**config.mk**
```make
export PLATFORM = sky130hd
export DESIGN_NAME = mag_cmp_pipe
export DESIGN_NICKNAME = d
export VERILOG_FILES = /design/src/rtl/mag_cmp_pipe.sv
export SDC_FILE = /design/constraint.sdc
export NUM_CORES = 1
export LEC_CHECK = 0
export CAP_MARGIN = 10
export CORE_MARGIN = 3
export CORE_UTILIZATION = 55
export CTS_BUF_LIST = sky130_fd_sc_hd__clkbuf_16
export CTS_CLUSTER_SIZE = 10
export DETAILED_ROUTE_END_ITERATION = 8
export PLACE_DENSITY = 0.79
export SLEW_MARGIN = 20
export SYNTH_ARGS = -nofsm -noshare
export SYNTH_HDL_FRONTEND = slang
export SYNTH_SLANG_ARGS = --single-unit
```
**constraint.sdc**
```tcl
create_clock -name clk -period 10.25 [get_ports clk]
set_input_delay 1.5375 -clock clk [delete_from_list [all_inputs] [get_ports clk]]
set_output_delay 1.5375 -clock clk [all_outputs]
set_load 0.005 [all_outputs]
```
**src/rtl/mag_cmp_pipe.sv**
```systemverilog
// Pipelined magnitude comparator: one SLICE-bit chunk per stage, MSB chunk first.
// Each stage carries a running EQ/GT/LT verdict and only the operand bits still
// to be compared. Valid/ready handshake with full back-pressure: a stalled
// output freezes the whole pipeline, bubbles included.
// Optional feature macro: MAG_CMP_SIGNED_EN adds the signed_mode port, which
// travels with each pair and selects two's-complement ordering.
module mag_cmp_pipe #(
  parameter int unsigned WIDTH = 16,
  parameter int unsigned SLICE = 4
) (
  input  logic             clk,
  input  logic             rst,
  input  logic             in_valid,
  output logic             in_ready,
  input  logic [WIDTH-1:0] a,
  input  logic [WIDTH-1:0] b,
`ifdef MAG_CMP_SIGNED_EN
  input  logic             signed_mode,
`endif
  output logic             out_valid,
  input  logic             out_ready,
  output logic             a_greater_b,
  output logic             a_lesser_b,
  output logic             a_equal_b
);

  localparam int unsigned STAGES = WIDTH / SLICE;

  typedef enum logic [1:0] {
    V_EQ = 2'd0,
    V_GT = 2'd1,
    V_LT = 2'd2
  } verd_e;

  // A resolved verdict is sticky; only an EQ verdict looks at the current slice.
  function automatic verd_e verd_step(input verd_e vin,
                                      input logic [SLICE-1:0] sa,
                                      input logic [SLICE-1:0] sb);
    verd_e v;
    v = vin;
    if (vin == V_EQ) begin
      if (sa > sb)      v = V_GT;
      else if (sa < sb) v = V_LT;
      else              v = V_EQ;
    end
    return v;
  endfunction

  logic stall_c;
  logic sm_c;
  logic out_valid_q;
  logic gt_q;
  logic lt_q;
  logic eq_q;

`ifdef MAG_CMP_SIGNED_EN
  assign sm_c = signed_mode;
`else
  assign sm_c = 1'b0;
`endif

  assign stall_c  = out_valid_q && !out_ready;
  assign in_ready = !stall_c;

  for (genvar k = 0; k < STAGES; k++) begin : g_stg
    // Operand bits still to be compared at the input of stage k
    localparam int unsigned WK = WIDTH - k * SLICE;

    logic             vld_q;
    logic [WK-1:0]    a_q;
    logic [WK-1:0]    b_q;
    verd_e            vin_c;
    verd_e            vout_c;
    logic [SLICE-1:0] sa_c;
    logic [SLICE-1:0] sb_c;

    if (k == 0) begin : g_first
      logic sm_q;

      // Capture an accepted pair; a stall holds the stage, bubble or not
      always_ff @(posedge clk) begin
        if (rst) begin
          vld_q <= 1'b0;
        end else if (!stall_c) begin
          vld_q <= in_valid;
          if (in_valid) begin
            a_q  <= a;
            b_q  <= b;
            sm_q <= sm_c;
          end
        end
      end

      // Top slice, MSB flipped in signed mode so offset-binary order applies
      always_comb begin
        logic [SLICE-1:0] msk;
        msk              = '0;
        msk[SLICE-1]     = sm_q;
        vin_c            = V_EQ;
        sa_c             = a_q[WK-1 -: SLICE] ^ msk;
        sb_c             = b_q[WK-1 -: SLICE] ^ msk;
      end
    end else begin : g_next
      verd_e vin_q;

      // Advance the previous stage's verdict and its untouched lower bits
      always_ff @(posedge clk) begin
        if (rst) begin
          vld_q <= 1'b0;
        end else if (!stall_c) begin
          vld_q <= g_stg[k-1].vld_q;
          vin_q <= g_stg[k-1].vout_c;
          a_q   <= g_stg[k-1].a_q[WK-1:0];
          b_q   <= g_stg[k-1].b_q[WK-1:0];
        end
      end

      // Compare this stage's top slice against the carried verdict
      always_comb begin
        vin_c = vin_q;
        sa_c  = a_q[WK-1 -: SLICE];
        sb_c  = b_q[WK-1 -: SLICE];
      end
    end

    assign vout_c = verd_step(vin_c, sa_c, sb_c);
  end

  // Registered result flags; all zero whenever no result is presented
  always_ff @(posedge clk) begin
    if (rst) begin
      out_valid_q <= 1'b0;
      gt_q        <= 1'b0;
      lt_q        <= 1'b0;
      eq_q        <= 1'b0;
    end else if (!stall_c) begin
      out_valid_q <= g_stg[STAGES-1].vld_q;
      gt_q        <= g_stg[STAGES-1].vld_q && (g_stg[STAGES-1].vout_c == V_GT);
      lt_q        <= g_stg[STAGES-1].vld_q && (g_stg[STAGES-1].vout_c == V_LT);
      eq_q        <= g_stg[STAGES-1].vld_q && (g_stg[STAGES-1].vout_c == V_EQ);
    end
  end

  assign out_valid   = out_valid_q;
  assign a_greater_b = gt_q;
  assign a_lesser_b  = lt_q;
  assign a_equal_b   = eq_q;

endmodule

```
==> Word-level counts from Yosys, hierarchy flattened <==
Cells that the tools add are included.
{ "totals": {"regBits": 94, "inputBits": 36, "out_inout_bits": 5, "wordCells": 53} }
{ "classes": {"order_cmp": 8, "n_eq_ne": 2, "n_mux": 10, "n_bitwise": 2, "reduce_logical": 12} }
{ "ops": {"columns": ["cell", "n"], "rows": [
  ["$mux W2", 10],
  ["$gt A4 B4 Y1", 4],
  ["$lt A4 B4 Y1", 4],
  ["$logic_not A2 Y1", 4],
  ["$logic_and A1 B1 Y1", 4],
  ["$reduce_and A3 Y1", 1],
  ["$eq A2 B1 Y1 const B", 1],
  ["$eq A2 B2 Y1 const B", 1],
  ["$logic_not A1 Y1", 2],
  ["$not A1 Y1", 2],
  ["$reduce_and A2 Y1", 1]
]} }

==> Depth between registers and ports, before layout <==
Gate-level depths: netlist of the first run.
{ "logic_depth": {"depth_word": 6, "mapped_depth": 6, "mapped_depth_nobuf": 6} }

==> Worst setup path before layout of the first run <==
No wires, ideal clock.
{ "synth_path": {"path_kind": "input to register", "startpoint": "input out_ready", "endpoint": "register g_stg[0].a_q[0], enable pin", "setup_ps": 392, "arrival_ps": 5066, "t_required_ps": 9858, "setup_slack_ps": 4792, "path_stages": 4, "path_buffers": 1, "cell_sequence": "nor2b_4 > buf_6 > nor2_1 > and2_1"} }
{ "synth_between": {"elab_chain_len": 4} }
{ "synth_rtl": {"columns": ["item", "line_no", "source"], "rows": [
  ["start, declared", "21", "input logic out_ready,"],
  ["$logic_not A1 Y1", "62", "assign stall_c = out_valid_q && !out_ready;"],
  ["$logic_and A1 B1 Y1", "62", null],
  ["$not A1 Y1 (no source line)", null, null],
  ["$reduce_and A3 Y1 (no source line)", null, null],
  ["end signal, assigned", "87", "a_q <= a;"],
  ["end, declared", "70", "logic [WK-1:0] a_q;"]
]} }
No other way between the ends.
A chain may end at the register's enable or synchronous reset.

==> Worst setup path after layout of the first run <==
{ "layout_path": {"startpoint": "input out_ready", "endpoint": "output in_ready"} }
{ "layout_between": {"elab_chain_len": 3} }
{ "layout_rtl": {"columns": ["item", "line_no", "source"], "rows": [
  ["$logic_not A1 Y1", "62", null],
  ["$logic_and A1 B1 Y1", "62", null],
  ["$logic_not A1 Y1", null, null],
  ["end, declared", "14", "output logic in_ready,"]
]} }
No other way between the ends.

==> impl_metrics.json, run 1 <==
{
  "status": "finished clean",
  "pwr_density_cell_nw_per_um2": 204,
  "ys_types": 27,
  "maxSlewHeadroom_pct": 56.0,
  "h-tree-depth": 3,
  "final-hold-violation-count": 0,
  "cp_data_arrival_time_ns": 2.79,
  "setup_viol": 0,
  "worstSetupPathType": "in -> out",
  "fin_skew_ns": 0.00404,
  "seq_area_um2": 2740,
  "cts_setup_buffers": 0,
  "drive_above_1_share_pct": 8.79,
  "syn2layout_area_growth_pct": 25.0,
  "cts_buffer_depth": 2,
  "start_util_pct": 58.6,
  "rsz0062_at_grt": "false",
  "min_period_ns": 4.33,
  "ir_drop_v": 0.000136,
  "grt_max_degree": 57,
  "reg2reg_slack_ns": 8.20,
  "path_clk_slew_ns": 0.06,
  "root_buffer": "clkbuf_16",
  "yosys-top-cells-area": "edfxtp_1 (77%), ha_1 (6.0%), dfxtp_1 (4.8%)",
  "clk_latency_ns": 0.33,
  "required_ns": 8.71,
  "min_path_type": "reg -> reg",
  "post-place-ws_ns": 5.92,
  "end_kind": "output pin",
  "grtUsageTotal_pct": 15.0,
  "rows": 27,
  "max_freq_ghz": 0.231,
  "remaining_drc_errors": 0,
  "drt_pass1_iterations": 4,
  "fillers": 356,
  "wirelength_um": 4600,
  "vias": 1617,
  "routedWlPerCell_um": 14.8,
  "multi_input_area_um2": 510,
  "avgSynthCellArea_um2": 18.3,
  "core_region_area_um2": 5710,
  "synth_warnings": 0,
  "cts_buffers": 9,
  "finalCritPeriodShare_pct": 42.2,
  "synth-seq-area-share_pct": 82.0,
  "setup_ws_ns": 5.92,
  "synth_cells": 183,
  "drv_slew": 0,
  "die_w_um": 84.0,
  "netlist_area_um2": 3340,
  "grt_pass1_wl_um": 7930,
  "layout_common_cells": "edfxtp_1 (86), clkdlybuf4s50_1 (40), inv_1 (20), ha_1 (16), nand2_1 (12)",
  "cts_resized": 0,
  "ctsHoldBuffers": 0,
  "place_inst": 295,
  "cts_tree": "built",
  "ys_ff_latch": 94,
  "dpl-instance-area_um2": 3840,
  "grt_overflow_total": 0,
  "antenna_cells": 0,
  "yosys.area.top_type": "edfxtp_1",
  "grt_pass1_vias": 1707,
  "vias_per_cell": 5.20,
  "postLayoutCellArea_um2": 4180,
  "nNetsFinal": 286,
  "leakagePower_nw": 1.55,
  "die_area_um2": 7050,
  "synthesis.nets": 235,
  "dp.final_hpwl_um": 2950,
  "stdcell_count": 311,
  "tns_ns": 0,
  "pin_count": 41,
  "place.gp.congestion": 0.742,
  "p_total_w": 0.000851,
  "final_common_cell": "edfxtp_1",
  "max_slew.worst_pin.slew_ns": 0.660,
  "die_h_um": 84.0,
  "drt.antenna.violating_nets": 0,
  "numPortBuffers": 40,
  "start_kind": "input pin",
  "drv_cap": 0,
  "cts.sinks": 94,
  "antenna_found_initial": 0,
  "synth_top_area_share_pct": 77.2,
  "crit_fanout": 7,
  "drt_iter0_markers": 127
}
flip-flops by register name, summed over array words and instances (netlist names):
register / count
g_stg.a_q: 40
g_stg.b_q: 40
g_stg.g_next.vin_q: 6
g_stg.vld_q: 4
a_equal_b: 1
a_greater_b: 1
a_lesser_b: 1
out_valid: 1
power by group:
| part | total (W) | switching, W | internal [W] |
|---|---|---|---|
| sequential | 0.000446 | 0.00000595 | 0.000440 |
| clock | 0.000366 | 0.000129 | 0.000237 |
| combinational | 0.0000395 | 0.0000187 | 0.0000208 |
path summary, 6_finish.rpt:
check / startpoint / endpoint / depth (start not counted)
worst max-delay path: out_ready / in_ready / 4
worst min-delay path: g_stg[0].b_q[5] / g_stg[1].b_q[5] / 0
worst max register to register: out_valid / g_stg[0].b_q[0] / 5
worst min register to register: g_stg[0].b_q[5] / g_stg[1].b_q[5] / 0
cells in the mapped netlist:
cell,instances
clkbuf_2,1
a21oi_1,9
o21ai_0,3
o21a_1,2
nand3_1,1
o21bai_1,1
a32o_1,1
and2_1,1
nand2_1,12
a32oi_1,1
buf_6,1
nor2_1,5
nor2b_4,1
ha_1,16
edfxtp_1,86
nand3b_4,1
inv_8,1
dfxtp_1,8
nor3_1,2
a21o_1,2
nor2b_1,1
a22o_1,1
nand2b_1,1
a211oi_1,2
a41oi_1,3
inv_1,19
o21ai_1,1
area by class of cell:
class | count | share of cell area [%]
clock buffers | 9 | 5.39
repair buffers | 42 | 9.94
multi-input cells | 67 | 12.2
flip-flops and latches | 94 | 65.6
well taps | 72 | 2.16
clock inverters | 7 | 2.69
inverters | 20 | 1.98
worst max-delay path: stages:
cell and delay [ns]:
clkdlybuf4s50_1 0.44, nor2b_4 0.29, inv_8 0.07, clkdlybuf4s50_1 0.45
stage by stage:
stage                     hold slack, ns  util, %
final                              0.418     73.2
after global placement             0.401     67.3
after detailed placement           0.405     67.3
after floorplan                    0.400        -
after global routing               0.424     73.2
after CTS                          0.419     73.2
cells by family after synthesis:
group                    synth area share [%]
AO/OA/AOI/OAI                            5.12
adder cells (fa/ha/maj)                  5.99
buffers and inverters                    2.96
flip-flops                               82.0
AND/OR/NAND/NOR                          3.93
per-layer routing:
layer  part of all wire [%]  wire length (µm)  global-route usage [%]
met5                      0                 0                       0
met4                    1.8                82                    7.31
met3                    5.3               244                    4.84
met2                     55              2510                    26.6
met1                     38              1770                    16.0
No activity file was read; power rests on OpenSTA's default activity.
==> inputs of run 2 (changes only) <==
--- a/config.mk
+++ b/config.mk
@@ -7,11 +7,11 @@
 export LEC_CHECK = 0
 export CAP_MARGIN = 10
 export CORE_MARGIN = 3
-export CORE_UTILIZATION = 55
+export CORE_UTILIZATION = 54
 export CTS_BUF_LIST = sky130_fd_sc_hd__clkbuf_16
 export CTS_CLUSTER_SIZE = 10
 export DETAILED_ROUTE_END_ITERATION = 8
-export PLACE_DENSITY = 0.79
+export PLACE_DENSITY = 0.78
 export SLEW_MARGIN = 20
 export SYNTH_ARGS = -nofsm -noshare
 export SYNTH_HDL_FRONTEND = slang
==> constraint.sdc (replaced) <==
create_clock -name clk -period 4 [get_ports clk]
set_input_delay 0.6 -clock clk [delete_from_list [all_inputs] [get_ports clk]]
set_output_delay 0.6 -clock clk [all_outputs]
set_load 0.005 [all_outputs]
==> impl_metrics.json, run 2 (same netlist as run 1, synthesis figures left out) <==
{
  "status": "finished clean",
  "end_kind": "output pin",
  "fin_skew_ns": 0.00430,
  "largest_registers": "g_stg.a_q (40), g_stg.b_q (40), g_stg.g_next.vin_q (6)",
  "die_area_um2": 7170,
  "tns_ns": 0,
  "min_path_type": "reg -> reg",
  "rows": 28,
  "vias_per_cell": 4.90,
  "max_slew.worst_pin.slew_ns": 0.626,
  "die_h_um": 84.7,
  "r2r_start": "g_stg[2].a_q[6]",
  "vias": 1525,
  "rsz0062_at_grt": "false",
  "start_kind": "input pin",
  "pin_count": 41,
  "cp_common_cell": "clkdlybuf4s50_1",
  "clk_latency_ns": 0.33,
  "place.gp.congestion": 0.720,
  "core_region_area_um2": 5960,
  "routedWlPerCell_um": 12.1,
  "h-tree-depth": 3,
  "cpPeakStageDelay_ns": 0.45,
  "path_clk_slew_ns": 0.05,
  "finalCritPeriodShare_pct": 61.1,
  "grt_max_degree": 56,
  "grt_overflow_total": 0,
  "max_freq_ghz": 0.409,
  "wirelength_um": 3750,
  "drv_slew": 0,
  "grt_pass1_vias": 1436,
  "crit_fanout": 7,
  "root_buffer": "clkbuf_16",
  "crit_chain": "clkdlybuf4s50_1 -> nor2b_4 -> inv_8 -> clkdlybuf4s50_1",
  "die_w_um": 84.7,
  "cts_setup_buffers": 0,
  "drt_pass1_iterations": 4,
  "start_util_pct": 56.2,
  "pwr_density_cell_nw_per_um2": 486,
  "ir_drop_v": 0.000451,
  "syn2layout_area_growth_pct": 23.0,
  "post-place-ws_ns": 1.55,
  "cts.sinks": 94,
  "cts_resized": 0,
  "cp_data_arrival_time_ns": 1.84,
  "min_from": "g_stg[0].a_q[10]",
  "dp.final_hpwl_um": 2450,
  "maxSlewHeadroom_pct": 58.3,
  "setup_ws_ns": 1.56,
  "min_period_ns": 2.44,
  "fillers": 402,
  "final_common_cell": "edfxtp_1",
  "cts_buffer_depth": 2,
  "numPortBuffers": 40,
  "grt_pass1_wl_um": 6160,
  "grtUsageTotal_pct": 11.6,
  "ctsHoldBuffers": 0,
  "startpoint": "out_ready",
  "postLayoutCellArea_um2": 4110,
  "antenna_cells": 0,
  "critPathSlowestCell": "clkdlybuf4s50_1",
  "layout_common_cells": "edfxtp_1 (86), clkdlybuf4s50_1 (40), inv_1 (20), ha_1 (16), nand2_1 (12)",
  "antenna_found_initial": 0,
  "setup_viol": 0,
  "drt.antenna.violating_nets": 0,
  "dpl-instance-area_um2": 3840,
  "required_ns": 3.40,
  "nNetsFinal": 286,
  "worstSetupPathType": "in -> out",
  "drt_iter0_markers": 35,
  "cts_buffers": 9,
  "leakagePower_nw": 1.51,
  "cts_tree": "built",
  "remaining_drc_errors": 0,
  "drive_above_1_share_pct": 7.20,
  "final-hold-violation-count": 0,
  "drv_cap": 0
}
-- run 2: layout make-up --
cell class | count | area, µm² | area share (%)
clock inverters | 4 | 42.5 | 1.03
well taps | 75 | 93.8 | 2.28
multi-input cells | 67 | 510 | 12.4
inverters | 20 | 82.6 | 2.01
clock buffers | 9 | 225 | 5.48
repair buffers | 42 | 415 | 10.1
flip-flops and latches | 94 | 2740 | 66.7
-- run 2: stage by stage --
stage	util (%)	hold slack (ns)	power, W	cells
3_5_place_dp	64.6	0.405	0.00126	298
6_report	69.1	0.416	0.00200	311
4_1_cts	69.1	0.418	0.00202	311
3_3_place_gp	64.6	0.401	0.00125	298
5_1_grt	69.1	0.423	0.00208	311
2_1_floorplan	-	0.400	0.00121	183
-- run 2: report_power, final --
group | internal (W) | leakage (nW) | total, W | switching, W
logic | 0.0000527 | 0.485 | 0.0000980 | 0.0000452
registers | 0.00113 | 0.892 | 0.00114 | 0.0000129
clock network | 0.000467 | 0.136 | 0.000761 | 0.000294
total | 0.00165 | 1.51 | 0.00200 | 0.000352
-- run 2: worst paths after layout --
| kind | slack, ns | to | depth (start not counted) |
|---|---|---|---|
| hold / removal | 0.42 | g_stg[1].a_q[10] | 0 |
| hold reg to reg | 0.42 | g_stg[1].a_q[10] | 0 |
| setup / recovery | 1.56 | in_ready | 4 |
| setup reg to reg | 2.40 | g_stg[3].g_next.vin_q[0] | 5 |
-- run 2: layer usage --
layer	up-vias	part of all wire [%]	GRT usage, %
met2	36	50	17.9
li1	779	-	-
met4	0	3.3	7.34
met3	12	5.4	5.00
met5	-	0	0
met1	698	41	13.4
-- run 2: critical path, delay by kind of cell --
kind	cells	cell delay [ns]
buffers and inverters	3	0.96
AND/OR/NAND/NOR	1	0.28
